[src/rtl/btn_pkg.sv]
// Shared constants and types for the pan/tilt button conditioner.
// Bit order of every 4-bit button bus: Up, Down, Left, Right.
package btn_pkg;

  localparam int BTN_UP    = 0;
  localparam int BTN_DOWN  = 1;
  localparam int BTN_LEFT  = 2;
  localparam int BTN_RIGHT = 3;
  localparam int N_BTN     = 4;

  typedef enum logic [1:0] {
    IDLE,
    DELAY,
    REPEAT
  } hold_state_e;

endpackage

[src/rtl/btn_channel.sv]
// One button: 2-flop synchroniser, debounce counter, then a hold FSM
// that emits a press pulse followed by auto-repeat pulses.
module btn_channel
  import btn_pkg::*;
#(
  parameter int DEBOUNCE_CYCLES = 500000,
  parameter int REPEAT_DELAY    = 25000000,
  parameter int REPEAT_RATE     = 5000000
) (
  input  logic clk,
  input  logic rst_n,
  input  logic btn_raw,
  output logic level,
  output logic raw_pulse
);

  localparam int CW   = $clog2(DEBOUNCE_CYCLES + 1);
  localparam int TMAX = (REPEAT_DELAY > REPEAT_RATE) ?
                        REPEAT_DELAY : REPEAT_RATE;
  localparam int TW   = $clog2(TMAX);

  localparam logic [CW-1:0] DB_MAX     = CW'(DEBOUNCE_CYCLES);
  localparam logic [TW-1:0] LOAD_DELAY = TW'(REPEAT_DELAY - 1);
  localparam logic [TW-1:0] LOAD_RATE  = TW'(REPEAT_RATE - 1);

  logic [1:0]    sync_q, sync_d;
  logic [CW-1:0] cnt_q, cnt_d;
  logic          level_q, level_d;
  logic          rise, fall;

  hold_state_e   state_q;
  logic [TW-1:0] timer_q;
  logic          pulse_q;

  // Level flips on the cycle after the counter has seen
  // DEBOUNCE_CYCLES consecutive disagreements.
  always_comb begin
    sync_d  = {sync_q[0], btn_raw};
    cnt_d   = '0;
    level_d = level_q;
    if (sync_q[1] != level_q) begin
      if (cnt_q == DB_MAX) level_d = ~level_q;
      else                 cnt_d   = cnt_q + CW'(1);
    end
    rise = level_d & ~level_q;
    fall = ~level_d & level_q;
  end

  always_ff @(posedge clk or negedge rst_n) begin
    if (!rst_n) begin
      sync_q  <= '0;
      cnt_q   <= '0;
      level_q <= 1'b0;
    end else begin
      sync_q  <= sync_d;
      cnt_q   <= cnt_d;
      level_q <= level_d;
    end
  end

  // Release wins over a coincident timer expiry: no pulse on release.
  always_ff @(posedge clk or negedge rst_n) begin
    if (!rst_n) begin
      state_q <= IDLE;
      timer_q <= '0;
      pulse_q <= 1'b0;
    end else begin
      pulse_q <= 1'b0;
      if (fall) begin
        state_q <= IDLE;
        timer_q <= '0;
      end else begin
        unique case (state_q)
          IDLE: begin
            if (rise) begin
              pulse_q <= 1'b1;
              timer_q <= LOAD_DELAY;
              state_q <= DELAY;
            end
          end
          DELAY, REPEAT: begin
            if (timer_q == '0) begin
              pulse_q <= 1'b1;
              timer_q <= LOAD_RATE;
              state_q <= REPEAT;
            end else begin
              timer_q <= timer_q - TW'(1);
            end
          end
          default: begin
            state_q <= IDLE;
            timer_q <= '0;
          end
        endcase
      end
    end
  end

  assign level     = level_q;
  assign raw_pulse = pulse_q;

endmodule

[src/rtl/btn_conditioner.sv]
// Four conditioned buttons with per-cycle cancellation of
// opposing step requests (Up/Down, Left/Right).
module btn_conditioner
  import btn_pkg::*;
#(
  parameter int DEBOUNCE_CYCLES = 500000,
  parameter int REPEAT_DELAY    = 25000000,
  parameter int REPEAT_RATE     = 5000000
) (
  input  logic             clk,
  input  logic             rst_n,
  input  logic [N_BTN-1:0] btn_raw,
  output logic [N_BTN-1:0] btn_level,
  output logic [N_BTN-1:0] step_pulse,
  output logic             any_held
);

  logic [N_BTN-1:0] level_w;
  logic [N_BTN-1:0] raw_w;
  logic [N_BTN-1:0] step_q, step_d;
  logic             any_q, any_d;

  for (genvar i = 0; i < N_BTN; i++) begin : g_ch
    btn_channel #(
      .DEBOUNCE_CYCLES(DEBOUNCE_CYCLES),
      .REPEAT_DELAY   (REPEAT_DELAY),
      .REPEAT_RATE    (REPEAT_RATE)
    ) u_ch (
      .clk      (clk),
      .rst_n    (rst_n),
      .btn_raw  (btn_raw[i]),
      .level    (level_w[i]),
      .raw_pulse(raw_w[i])
    );
  end

  always_comb begin
    step_d            = '0;
    step_d[BTN_UP]    = raw_w[BTN_UP]    & ~raw_w[BTN_DOWN];
    step_d[BTN_DOWN]  = raw_w[BTN_DOWN]  & ~raw_w[BTN_UP];
    step_d[BTN_LEFT]  = raw_w[BTN_LEFT]  & ~raw_w[BTN_RIGHT];
    step_d[BTN_RIGHT] = raw_w[BTN_RIGHT] & ~raw_w[BTN_LEFT];
    any_d             = |level_w;
  end

  always_ff @(posedge clk or negedge rst_n) begin
    if (!rst_n) begin
      step_q <= '0;
      any_q  <= 1'b0;
    end else begin
      step_q <= step_d;
      any_q  <= any_d;
    end
  end

  assign btn_level  = level_w;
  assign step_pulse = step_q;
  assign any_held   = any_q;

endmodule
[config.mk]
export PLATFORM = sky130hd
export DESIGN_NAME = btn_conditioner
export DESIGN_NICKNAME = d
export VERILOG_FILES = /design/src/rtl/btn_pkg.sv /design/src/rtl/btn_channel.sv /design/src/rtl/btn_conditioner.sv
export SDC_FILE = /design/constraint.sdc
export NUM_CORES = 1
export LEC_CHECK = 0
export ABC_AREA = 1
export ABC_CLOCK_PERIOD_IN_PS = 3450
export CAP_MARGIN = 20
export CORE_UTILIZATION = 50
export DETAILED_ROUTE_END_ITERATION = 8
export PLACE_DENSITY = 0.64
export SETUP_SLACK_MARGIN = 0.5
export SLEW_MARGIN = 20
export SYNTH_ARGS = -nofsm -noshare
export SYNTH_HDL_FRONTEND = slang
export SYNTH_SLANG_ARGS = --single-unit
[constraint.sdc]
create_clock -name clk -period 3.45 [get_ports clk]
set_input_delay 0.69 -clock clk [delete_from_list [all_inputs] [get_ports clk]]
set_output_delay 0.69 -clock clk [all_outputs]
set_load 0.05 [all_outputs]
==> reports/metrics.cfg, run 1 <==
[status]
status=completed

[floorplan]
start_util_pct=51.4
core_area_um2=24500
die_area_um2=25800
io_pins=15
die_width_um=161
rows=57
die_y_um=161

[drt]
viasPerCell=5.17
drt_pass1_iterations=5
routed_wl_um=28200
vias=10923
wl_per_cell_um=13.4
final_antenna_net_count=0
drc=0
drtIter0Drc=834

[cts]
cts_sinks=205
cts_buffers=25
clkSlewWorstSetupHoldPaths_ns=0.06
cts_root_buffer=clkbuf_16
htreeDepth=1
cts_buffer_depth=3
tritoncts=yes
insertion_delay_ns=0.53

[sta]
setup_ws_ns=0.740
max_slew_margin_pct=56.5
fmax_mhz=369
post-route-period-util_pct=78.5
setup_violations=0
fin_crit_ns=2.71
tns_ns=0
maxSlewViolCount=0
worst_pin_slew_ns=0.652
fin_skew_ns=0.0128
hold_viol=0
rsz0062_at_grt=false

[yosys]
ys_types=51
yosysWarningCount=0
synth_seq_cells=205
netlist_instances=1723
synth_top_area_cell=dfrtp_1
yosysSeqAreaShare_pct=40.7
syn_area_um2=12600
synth_edf_count=0
synth_top_area_share_pct=40.7
synth_area_leaders=dfrtp_1, nand2_1, nor2_1
syn-num-nets=1761
synthFlopType=dfrtp_1
synthArstFlopShare_pct=100
syn_area_per_cell_um2=7.31

[worst_hold_path]
hp-class=in2async

[setup_path]
critPathArrivalTime_ns=3.12
r2r_setup_slack_ns=0.74
cp_slowest_cell=inv_1
path_max_fanout=15
cp-end-kind=flip-flop
crit_path_start_kind=flip-flop
critPathMaxStageDelay_ns=0.46
path_class=reg2reg
path_cells=inv_1 > ha_1 > nand3_1 > nor2_1 > nand4_1 > o21ai_1 > inv_1 > ha_1 > nand2_1 > inv_1 > nor2_1 > xnor2_1 > nor2_1
crit_required_ns=3.86

[placed_design]
placed_cell_area_um2=13100
dp_slack_ns=0.439
dp_hpwl_um=20100
place_congestion=0.911
io_buffer_count=14

[layout]
mostFrequentLayoutCells=nand2_1, nor2_1, inv_1
n_antenna_cell=0
layout.nets=1809
area_growth_pct=13.1
final_area_um2=14300
layout_commonest_cell=nand2_1
fillCellCount=2315
drive_gt1_share_pct=9.78

[global_route]
first_global_vias=10432
grt_overflow=0
grtUsageTotal_pct=22.3
grt_max_degree=83
antenna_found_initial=0
grt_pass1_wl_um=48700

[pwr]
worst_ir_drop_vdd_uv=517
p_leak_nw=7.24
p_per_area_nw_per_um2=388

[job]
cap_violations=0

-- critical path, delay by kind of cell, from the launching register on --
| kind | cells | cell delay (ns) |
|---|---|---|
| simple gates | 6 | 0.73 |
| xor+xnor | 1 | 0.17 |
| flops | 1 | 0.40 |
| fa+ha+maj | 2 | 0.42 |
| buf+inv | 3 | 0.60 |
| compound gates | 1 | 0.27 |
-- routing by layer --
metal	GRT usage, %	up-vias	wire, um
li1	-	5607	-
met1	31.6	5069	13700
met2	36.6	206	12900
met3	2.58	41	1090
met4	5.23	0	524
met5	0	-	0
-- path summary, 6_finish.rpt --
path                                         from  depth (start not counted)                  endpoint
max                         g_ch[0].u_ch.cnt_q[0]                         13  g_ch[0].u_ch.timer_q[15]
min                                         rst_n                          1    g_ch[1].u_ch.cnt_q[12]
max reg2reg                 g_ch[0].u_ch.cnt_q[0]                         13  g_ch[0].u_ch.timer_q[15]
min reg2reg                g_ch[2].u_ch.sync_q[0]                          0    g_ch[2].u_ch.sync_q[1]
max in group asynchronous                   rst_n                          2   g_ch[0].u_ch.timer_q[7]
min in group clk           g_ch[2].u_ch.sync_q[0]                          0    g_ch[2].u_ch.sync_q[1]
-- cell families (layout without fill, tap and decap cells) --
logic type	after synthesis	after routing	share of synthesized area, %
and+or+nand+nor	1005	1005	36.4
buffers and inverters	274	341	8.53
DFF	205	205	40.7
AOI/OAI and AO/OA	142	142	6.69
xor gates and xnor gates	65	65	4.52
adders and majority gates	32	32	3.18
-- Yosys cell counts (15+ instances only) --
cell type    n
a21oi_1     39
dfrtp_1    205
ha_1        32
inv_1      238
nand2_1    388
nand3_1    113
nand4_1     69
nor2_1     302
nor2_2      20
nor2_4      15
nor3_1      43
o21ai_0     55
xor2_1      52
-- registers in the layout, indices dropped and copies added, names as in the netlist --
register	cells
any_held	1
g_ch.u_ch.level	4
g_ch.u_ch.cnt_q	76
g_ch.u_ch.sync_q	8
g_ch.u_ch.timer_q	100
g_ch.u_ch.state_q	8
step_pulse	4
g_ch.u_ch.raw_pulse	4
-- report_power, final --
group / switching, mW / leakage (nW) / internal (mW) / total, mW
clock network: 1.07 / 0.460 / 1.90 / 2.97
registers: 0.0173 / 2.84 / 2.42 / 2.44
logic: 0.0886 / 3.94 / 0.0324 / 0.121
total: 1.18 / 7.24 / 4.35 / 5.53
-- layout make-up --
type	instances	area, um^2	share of cell area, %
Clock buffer	29	661	4.63
Timing Repair Buffer	45	410	2.88
Clock inverter	17	274	1.92
Multi-Input combinational cell	1244	6430	45.1
Inverter	250	950	6.66
Tap cell	324	405	2.84
Sequential cell	205	5130	36.0
-- through the flow --
step | std cells | total power [mW] | util, % | hold WS [ns]
5_1_grt | 2114 | 5.72 | 58.1 | 0.203
4_1_cts | 2098 | 5.61 | 57.4 | 0.161
2_1_floorplan | 1723 | 2.53 | - | 0.331
6_report | 2114 | 5.53 | 58.1 | 0.128
3_5_place_dp | 2052 | 2.61 | 53.6 | 0.338
3_3_place_gp | 2052 | 2.61 | 53.6 | 0.332
-- what timing repair did --
action                     CTS  global route
setup endpoints to repair   12            59
pin swaps                    0             5
buffers inserted             0            16
hold buffers                 0             0
gates resized for setup      2            15
Power figures use the tool's default switching activity.
==> inputs of run 2 (changes only) <==
ABC_CLOCK_PERIOD_IN_PS = 2200   (was 3450)
PLACE_DENSITY = 0.66   (was 0.64)
clock period = 2.2 ns   (was 3.45 ns; I/O delays follow)
==> run 2 against run 1 <==
The run now ends with setup timing left. Highest routed layer unchanged. Critical path type unchanged. Count of clock-buffer cells in the layout grew 4. Utilization grew 13 points. Global-route usage grew 2.8 points. Largest power group unchanged. Die area is the same. Final area grew 22%. Non-clock buffer count grew 186. Routed wire length grew 17%. Critical path depth grew 2.
==> reports/metrics.cfg, run 2 (synthesized netlist as in run 1, its figures left out) <==
[status]
status=finished, violations left
violations=setup timing

[floorplan]
start_util_pct=51.4
die_area_um2=25800
io_pins=15
die_y_um=161
die_width_um=161
core_area_um2=24500
rows=57

[placed_design]
dp_hpwl_um=22100
place_congestion=0.882
io_buffer_count=14
dp.cells=2192

[setup_path]
critPathArrivalTime_ns=2.75
crit_required_ns=2.59
path_cells=inv_1 > ha_2 > nand3_2 > nor2_1 > nand4_1 > o21ai_2 > inv_2 > ha_4 > nand2_8 > nand2_8 > nor2_4 > buf_6 > a21oi_4 > clkbuf_16 > o211ai_1
critPathMaxStageDelay_ns=0.37
crit_path_start_kind=flip-flop
cp_slowest_cell=dfrtp_1
path_max_fanout=5
path_class=reg2reg
cp-end-kind=flip-flop
path_common_cell=nand2_8

[layout]
drive_gt1_share_pct=29.3
top_register=g_ch.u_ch.timer_q
area_growth_pct=37.9
seqCellArea_um2=5130
fillCellCount=1906
mostFrequentLayoutCells=nand2_1, nor2_1, inv_1
layout.nets=1998
fin_cells=2302
final_util_pct=70.8
largest_reg_flops=100
layout_commonest_cell=nand2_1
n_antenna_cell=0
multiInputGateArea_um2=7630
largest_registers=g_ch.u_ch.timer_q: 100 flops, g_ch.u_ch.cnt_q: 76 flops

[cts]
cts_sinks=205
tritoncts=yes
cts_buffer_depth=3
clkSlewWorstSetupHoldPaths_ns=0.06
insertion_delay_ns=0.53
cts_root_buffer=clkbuf_16
htreeDepth=1
cts_buffers=25

[global_route]
first_global_vias=11885
antenna_found_initial=0
grt_pass1_wl_um=54600
grt_max_degree=56
grtUsageTotal_pct=25.1
grt_overflow=0

[pwr]
p_seq_share_pct=46.3
combinationalPowerShare_pct=3.5
p_per_area_nw_per_um2=474
worst_ir_drop_vdd_uv=531
switching_share_pct=22.4
cellInternalPower_mw=6.39
p_switching_mw=1.85
p_leak_nw=8.63
clockPowerShare_pct=50.2

[sta]
max_slew_margin_pct=61.9
fin_crit_ns=2.36
rsz0062_at_grt=true
worst_pin_slew_ns=0.569
post-route-period-util_pct=107
hold_viol=0
setup_ws_ns=-0.157
maxSlewViolCount=0
tns_ns=-5.67
fin_skew_ns=0.0148
setup_violations=84
fmax_mhz=424

[drt]
drc=0
final_antenna_net_count=0
drt_pass1_iterations=5
routed_wl_um=33200
vias=12145
drtIter0Drc=779
wl_per_cell_um=14.4
viasPerCell=5.28

[worst_hold_path]
hp-class=reg2reg

[job]
cap_violations=0

==> run 2: area by class of cell <==
type / instances / area share [%]
multi-input combinational: 1245 / 43.9
inverter: 250 / 5.95
sequential: 205 / 29.5
timing repair inverter: 2 / 0.115
clock inverter: 12 / 0.684
clock buffer: 33 / 4.06
tap: 324 / 2.33
timing repair buffer: 231 / 13.4
==> run 2: per-stage QoR <==
| stage | hold slack, ns | power [mW] | worst slack (ns) | instance area (um^2) |
|---|---|---|---|---|
| 6_report | 0.347 | 8.23 | -0.157 | 17400 |
| 5_1_grt | 0.346 | 8.51 | -0.311 | 17400 |
| 2_1_floorplan | 0.144 | 3.97 | -0.122 | 13200 |
| 3_5_place_dp | 0.337 | 4.14 | -0.197 | 14800 |
| 3_3_place_gp | 0.333 | 4.13 | -0.134 | 14800 |
| 4_1_cts | 0.350 | 8.30 | -0.127 | 16500 |
==> run 2: per-layer routing <==
metal	global-route usage [%]	wire length, um	vias to the layer above	part of all wire [%]
li1	-	-	6012	-
met1	33.4	14600	5774	44
met2	43.8	16500	286	50
met3	2.71	1200	73	3.6
met4	6.43	836	0	2.5
met5	0	0	-	0
==> run 2: worst max-delay path, delay by kind of cell (launching register included) <==
family / cells / cell delay, ns
AOI/OAI and AO/OA: 3 / 0.47
adders and majority gates: 2 / 0.46
buffers and inverters: 4 / 0.44
DFF: 1 / 0.37
and+or+nand+nor: 6 / 0.48
==> run 2: worst paths after layout <==
check,from,to,slack (ns),cells after the start
min in group asynchronous,rst_n,g_ch[2].u_ch.cnt_q[4],0.40,2
worst max register to register,g_ch[3].u_ch.cnt_q[0],g_ch[3].u_ch.timer_q[3],-0.16,15
worst min register to register,g_ch[0].u_ch.sync_q[0],g_ch[0].u_ch.sync_q[1],0.35,0
max in group asynchronous,rst_n,g_ch[1].u_ch.level,1.11,3
worst max-delay path,g_ch[3].u_ch.cnt_q[0],g_ch[3].u_ch.timer_q[3],-0.16,15
worst min-delay path,g_ch[0].u_ch.sync_q[0],g_ch[0].u_ch.sync_q[1],0.35,0
==> run 2: timing repair <==
action / 4_1_cts / 5_1_grt
pin swaps: 67 / 82
resized for setup: 182 / 148
hold buffers: 1 / 0
endpoints found under the setup margin: 127 / 140
gates cloned: 5 / 3
buffers inserted: 27 / 29
endpoints found under the hold margin: 40 / 0
==> run 2: power groups by stage <==
stage,registers [mW],logic (mW),clock network (mW)
after floorplan,3.88,0.0892,0
final,3.81,0.285,4.14
after detailed placement,3.88,0.258,0
after CTS,3.81,0.273,4.22
after global placement,3.88,0.253,0
after global routing,3.81,0.326,4.37
